File: src/rtl/mem_port_arbiter.sv
// mem_port_arbiter
//   Round-robin arbiter and sequencer for the shared 32-bit data-memory port.
//   Requesters: 0 = load/store unit, 1 = instruction fetch, 2 = debug.
//   Drives the select for the external address/wdata/byte-enable muxes,
//   runs the mem_req/mem_ready handshake and aborts stalled accesses.
//
//   state | meaning
//   ------+-----------------------------------------------------------
//   IDLE  | no access in flight, sel=3, waiting for any req
//   BUSY  | access for owner in flight, waiting for mem_ready/timeout
//
// Ports:
//   clk        system clock, rising edge
//   rst_n      asynchronous active-low reset
//   req[2:0]   level request per requester
//   we[2:0]    write enable per requester, sampled with its req
//   sel[1:0]   mux select (0..2 = requester, 3 = idle)
//   mem_req    memory access valid
//   mem_we     write strobe for the granted access
//   mem_ready  memory completes the access this cycle
//   ack[2:0]   one-cycle completion pulse to the owner
//   err        one-cycle pulse with ack when the access timed out
//   busy       high while in BUSY
module mem_port_arbiter #(
  parameter int TIMEOUT = 255
) (
  input  logic       clk,
  input  logic       rst_n,
  input  logic [2:0] req,
  input  logic [2:0] we,
  output logic [1:0] sel,
  output logic       mem_req,
  output logic       mem_we,
  input  logic       mem_ready,
  output logic [2:0] ack,
  output logic       err,
  output logic       busy
);

  // A zero TIMEOUT disables the abort; keep at least one counter bit so the
  // declarations stay legal.
  localparam int CW = (TIMEOUT > 0) ? $clog2(TIMEOUT + 1) : 1;
  localparam logic [CW-1:0] TO_VAL = CW'(TIMEOUT);

  typedef enum logic {IDLE, BUSY} state_t;

  state_t          state, state_nx;
  logic [1:0]      ptr, ptr_nx;
  logic [1:0]      owner, owner_nx;
  logic            owner_we, owner_we_nx;
  logic [CW-1:0]   cnt, cnt_nx;

  logic            complete;
  logic            found;
  logic [1:0]      pick;
  logic [1:0]      base;
  logic [2:0]      cand;

  function automatic logic [1:0] inc3(input logic [1:0] p);
    return (p == 2'd2) ? 2'd0 : p + 2'd1;
  endfunction

  // First requester set in r, searching p, p+1, p+2 (mod 3).
  // Result is {found, index}.
  function automatic logic [2:0] rr_pick(input logic [2:0] r, input logic [1:0] p);
    logic [1:0] i0, i1, i2;
    i0 = p;
    i1 = inc3(i0);
    i2 = inc3(i1);
    if (r[i0])      return {1'b1, i0};
    else if (r[i1]) return {1'b1, i1};
    else if (r[i2]) return {1'b1, i2};
    else            return 3'b000;
  endfunction

  always_ff @(posedge clk or negedge rst_n) begin
    if (!rst_n) begin
      state    <= IDLE;
      ptr      <= 2'd0;
      owner    <= 2'd0;
      owner_we <= 1'b0;
      cnt      <= '0;
    end else begin
      state    <= state_nx;
      ptr      <= ptr_nx;
      owner    <= owner_nx;
      owner_we <= owner_we_nx;
      cnt      <= cnt_nx;
    end
  end

  always_comb begin
    state_nx    = state;
    ptr_nx      = ptr;
    owner_nx    = owner;
    owner_we_nx = owner_we;
    cnt_nx      = cnt;
    ack         = 3'b000;
    err         = 1'b0;
    complete    = 1'b0;
    cand        = req;
    base        = ptr;

    case (state)
      IDLE: begin
        cand = req;
        base = ptr;
      end
      BUSY: begin
        if (mem_ready) begin
          complete = 1'b1;
        end else if ((TIMEOUT != 0) && (cnt == TO_VAL)) begin
          complete = 1'b1;
          err      = 1'b1;
        end else if (TIMEOUT != 0) begin
          cnt_nx = cnt + 1'b1;
        end
        // Re-arbitrate from the advanced pointer with the finishing owner
        // masked, so the same requester never gets two grants in a row.
        cand = req & ~(3'b001 << owner);
        base = inc3(owner);
      end
      default: ;
    endcase

    {found, pick} = rr_pick(cand, base);

    if (complete) begin
      ack[owner] = 1'b1;
      ptr_nx     = base;
    end

    if ((state == IDLE) || complete) begin
      if (found) begin
        state_nx    = BUSY;
        owner_nx    = pick;
        owner_we_nx = we[pick];
        cnt_nx      = '0;
      end else begin
        state_nx = IDLE;
        cnt_nx   = '0;
      end
    end
  end

  assign busy    = (state == BUSY);
  assign sel     = busy ? owner : 2'h3;
  assign mem_req = busy;
  assign mem_we  = busy & owner_we;

endmodule

File: config.mk
export PLATFORM = sky130hd
export DESIGN_NAME = mem_port_arbiter
export DESIGN_NICKNAME = d
export VERILOG_FILES = /design/src/rtl/mem_port_arbiter.sv
export SDC_FILE = /design/constraint.sdc
export NUM_CORES = 1
export LEC_CHECK = 0
export CAP_MARGIN = 20
export CELL_PAD_IN_SITES_DETAIL_PLACEMENT = 0
export CELL_PAD_IN_SITES_GLOBAL_PLACEMENT = 1
export CORE_MARGIN = 4
export CORE_UTILIZATION = 40
export CTS_CLUSTER_DIAMETER = 150
export DETAILED_ROUTE_END_ITERATION = 8
export PLACE_DENSITY = 0.84
export REMOVE_ABC_BUFFERS = 1
export SYNTH_ARGS = -nofsm -noshare
export SYNTH_HDL_FRONTEND = slang
export SYNTH_SLANG_ARGS = --single-unit
File: constraint.sdc
create_clock -name clk -period 2.4 [get_ports clk]
set_input_delay 0.24 -clock clk [delete_from_list [all_inputs] [get_ports clk]]
set_output_delay 0.24 -clock clk [all_outputs]
set_load 0.01 [all_outputs]
==> key figures <==
Die
  • Core box area: 1942 µm²
  • Initial Utilization: 41.75%
  • Die W: 53.02 µm
  • Die H: roughly 53 µm
  • Total die area: 2811 µm²
  • # IOs: 18
  • # rows: 16

Cells and area
  • Number of antenna repair diodes: 0
  • Filler cell count: 190
  • Area of the multi-input gates: 450.4 µm²
  • Syn-to-layout area delta: 31.48%
  • Layout cell share with drive strength beyond 1: 14.71%
  • Final net count: between 100 and 150
  • Register Area: 350.3 µm²

Global route
  • Number of antenna violations at the first check in global routing: 0
  • Overall Global Routing Usage: a little over an eighth
  • Via count of the first global-routing pass: 599
  • First-pass GRT wire length: 2691 µm
  • Total gr overflow: 0
  • Largest net degree at the start of global routing: 15

Power
  • Static leakage power: ~0.00048 µW
  • Power density over the cells: 845.7 nW/µm²
  • Worst IR Drop VDD: 613.4 µV

Worst setup path
  • Cell depth of the worst flop-to-flop path: 6
  • Crit Path Max Fanout: 4
  • Kind of end point of the critical path: output pin
  • Cells along the critical path: ha_2 -> nand4_1 -> nor2_1 -> o21ai_1 -> nor3_2 -> clkdlybuf4s50_1
  • Worst EP required: 2.16 ns
  • WS Path Type: flop to output pin
  • Delay of the slowest critical-path stage: 0.56 ns
  • Startpoint type of the worst setup path: flop
  • Register-to-Register Setup Slack: between 0.6 and 0.7 ns
  • Worst endpoint data arrival time: between 2 and 2.5 ns
  • Critical Path Slowest Stage Cell: sky130_fd_sc_hd__clkdlybuf4s50_1

Clock tree
  • Clock-pin slew reported for the worst setup and hold paths after clock tree synthesis: 0.09 ns
  • Number of clock buffers inserted by TritonCTS: 3
  • CTS H-tree depth: 1
  • Maximum clock path buffer count: 2
  • TritonCTS Sinks: 14
  • Setup bufs post-CTS: 0
  • Worst-Skew Late Latency: 0.28 ns
  • Clock root buffer: sky130_fd_sc_hd__clkbuf_4
  • CTS tree: yes

Synthesis
  • Top cells by area, synth: sky130_fd_sc_hd__dfrtp_1 43%, sky130_fd_sc_hd__nor2_1 5.6%, sky130_fd_sc_hd__xor2_1 4.3%
  • Register area share after synthesis: 43.21%
  • Yosys synthesis warning count: 0
  • Synthesized cell area: between 800 and 900 µm²
  • Dominant synthesized flop cell: sky130_fd_sc_hd__dfrtp_1
  • Fraction of post-synthesis cell area in the top cell type by area: a little over two fifths
  • Register bit total from synthesis: 14
  • Synth Area per Inst: around 10 µm²
  • Async set-reset flop share out of synthesis: 100.0%
  • Yosys cell types: 35
  • Mapped Cells: 81
  • Biggest area consumer among synthesized cells: sky130_fd_sc_hd__dfrtp_1
  • Number of enable flip-flop cells after synthesis: 0

Routing
  • Detailed-route via count: 648
  • Number of DRC violations after detailed-routing iteration 0: 12
  • First-pass iteration count of the detailed router: 4
  • Antenna-violating nets left: 0
  • Final wirelength: 1593 µm
  • Vias per cell: around 5
  • DRC violations left: 0
  • Wirelength per Cell: about 12 µm

Timing
  • Number of failing hold endpoints at the final stage: 0
  • WHS: 0.3322 ns
  • Aggregate negative setup slack: 0 ns
  • Setup Viol. Count Final: 0
  • Clock skew: 0.006612 ns
  • Top achievable clock speed: about 440 MHz
  • Time the worst path needs with I/O delays and setup: 2.251 ns
  • Setup repair after global routing missed its margin: false
  • Transition time at the pin with the least slew margin: 0.6089 ns
  • Normalized max-slew margin: 59.28%
  • Final worst-path cycle share: 93.79%
  • Final Max Slew Viols: 0

Placed design
  • Port Buffer Count: 17
  • Estimated wirelength of the detail-placed design: ~1200 µm
  • Final GP Congestion: 0.7382

Outcome
  • Outcome: complete, no violations

Run
  • Max capacitance violation total: 0

Min path
  • Worst min-delay path class: input port to async pin
-- through the flow --
step           power, µW  worst slack, ns  cell area [µm²]  cells  utilization, %
3_5_place_dp       732.9           0.2716             1015    125           52.26
6_report           901.5           0.1490             1066    129           54.90
3_3_place_gp       732.6           0.2909             1015    125           52.26
5_1_grt            973.2         0.006474             1066    129           54.90
2_1_floorplan      567.9           0.6373            795.8     79               -
4_1_cts            909.2          0.02118             1056    129           54.38
-- what timing repair did --
action | CTS | global route
hold buffers | 0 | 0
endpoints found under the setup margin | 1 | 2
resized for setup | 1 | 3
-- logic make-up (layout without fill, tap and decap cells) --
kind of cell	count (synthesis)	count (layout)	share of synthesized area, %
adders and majority gates	1	1	1.543
AOI/OAI and AO/OA	16	16	17.75
and+or+nand+nor	37	37	24.23
buffers and inverters	4	25	2.778
xor gates and xnor gates	6	6	6.481
muxes	3	3	4.012
DFF	14	14	43.21
-- cell usage in the layout, fill, tap and decap left out, types with 3 or more instances in the layout --
master                            Yosys  layout
sky130_fd_sc_hd__xor2_1               4       4
sky130_fd_sc_hd__nand2_1              3       3
sky130_fd_sc_hd__clkbuf_4             0       3
sky130_fd_sc_hd__clkdlybuf4s50_1      0      16
sky130_fd_sc_hd__nor2_1              12      12
sky130_fd_sc_hd__nand3_1              6       6
sky130_fd_sc_hd__dfrtp_1             14      14
-- flip-flops by register name, summed over array words and instances, names as in the netlist --
signal and count:
ptr 2, owner 2, cnt 8, owner_we 1
busy 1
-- synthesized netlist by cell type, types with 3 or more instances --
| cell | n |
|---|---|
| sky130_fd_sc_hd__dfrtp_1 | 14 |
| sky130_fd_sc_hd__nand2_1 | 3 |
| sky130_fd_sc_hd__nand3_1 | 6 |
| sky130_fd_sc_hd__nor2_1 | 12 |
| sky130_fd_sc_hd__xor2_1 | 4 |
-- routing by layer --
layer	vias up	part of all wire, %	GRT usage, %
met5	-	0	0
met4	0	0.63	3.830
met3	2	4.3	5.915
met2	10	43	19.42
met1	304	52	18.01
li1	332	-	-
-- critical path: cells and delay by family, from the launching register on --
kind | cells | cell delay, ns
AO/OA/AOI/OAI | 1 | 0.14
adder cells (fa/ha/maj) | 1 | 0.23
AND/OR/NAND/NOR | 3 | 0.41
flip-flops | 1 | 0.39
buffers and inverters | 1 | 0.56
-- worst paths after layout --
check,startpoint,end
max,cnt[0]$_DFFE_PN0P_,ack[0]
max in group asynchronous,rst_n,owner[0]$_DFFE_PN0P_
min reg2reg,cnt[0]$_DFFE_PN0P_,cnt[0]$_DFFE_PN0P_
min in group clk,cnt[0]$_DFFE_PN0P_,cnt[0]$_DFFE_PN0P_
min,rst_n,cnt[6]$_DFFE_PN0P_
max reg2reg,busy$_DFFE_PN0N_,owner_we$_DFFE_PN0P_
-- where the power goes --
| group | leakage (µW) | internal [µW] | total, µW | switching (µW) |
|---|---|---|---|---|
| clock network | 0.0000210 | 92.3 | 171 | 78.8 |
| registers | 0.000183 | 286 | 353 | 66.9 |
| logic | 0.000278 | 214 | 377 | 163 |
| total | 0.000481 | 592 | 901 | 309 |
-- final cells by class --
| cell class | count | area share, % |
|---|---|---|
| Multi-Input combinational cell | 63 | 42.25 |
| Sequential cell | 14 | 32.86 |
| Timing Repair Buffer | 19 | 17.61 |
| Clock buffer | 4 | 3.404 |
| Tap cell | 27 | 3.169 |
| Inverter | 2 | 0.7042 |
No activity file was read; power rests on OpenSTA's default activity.
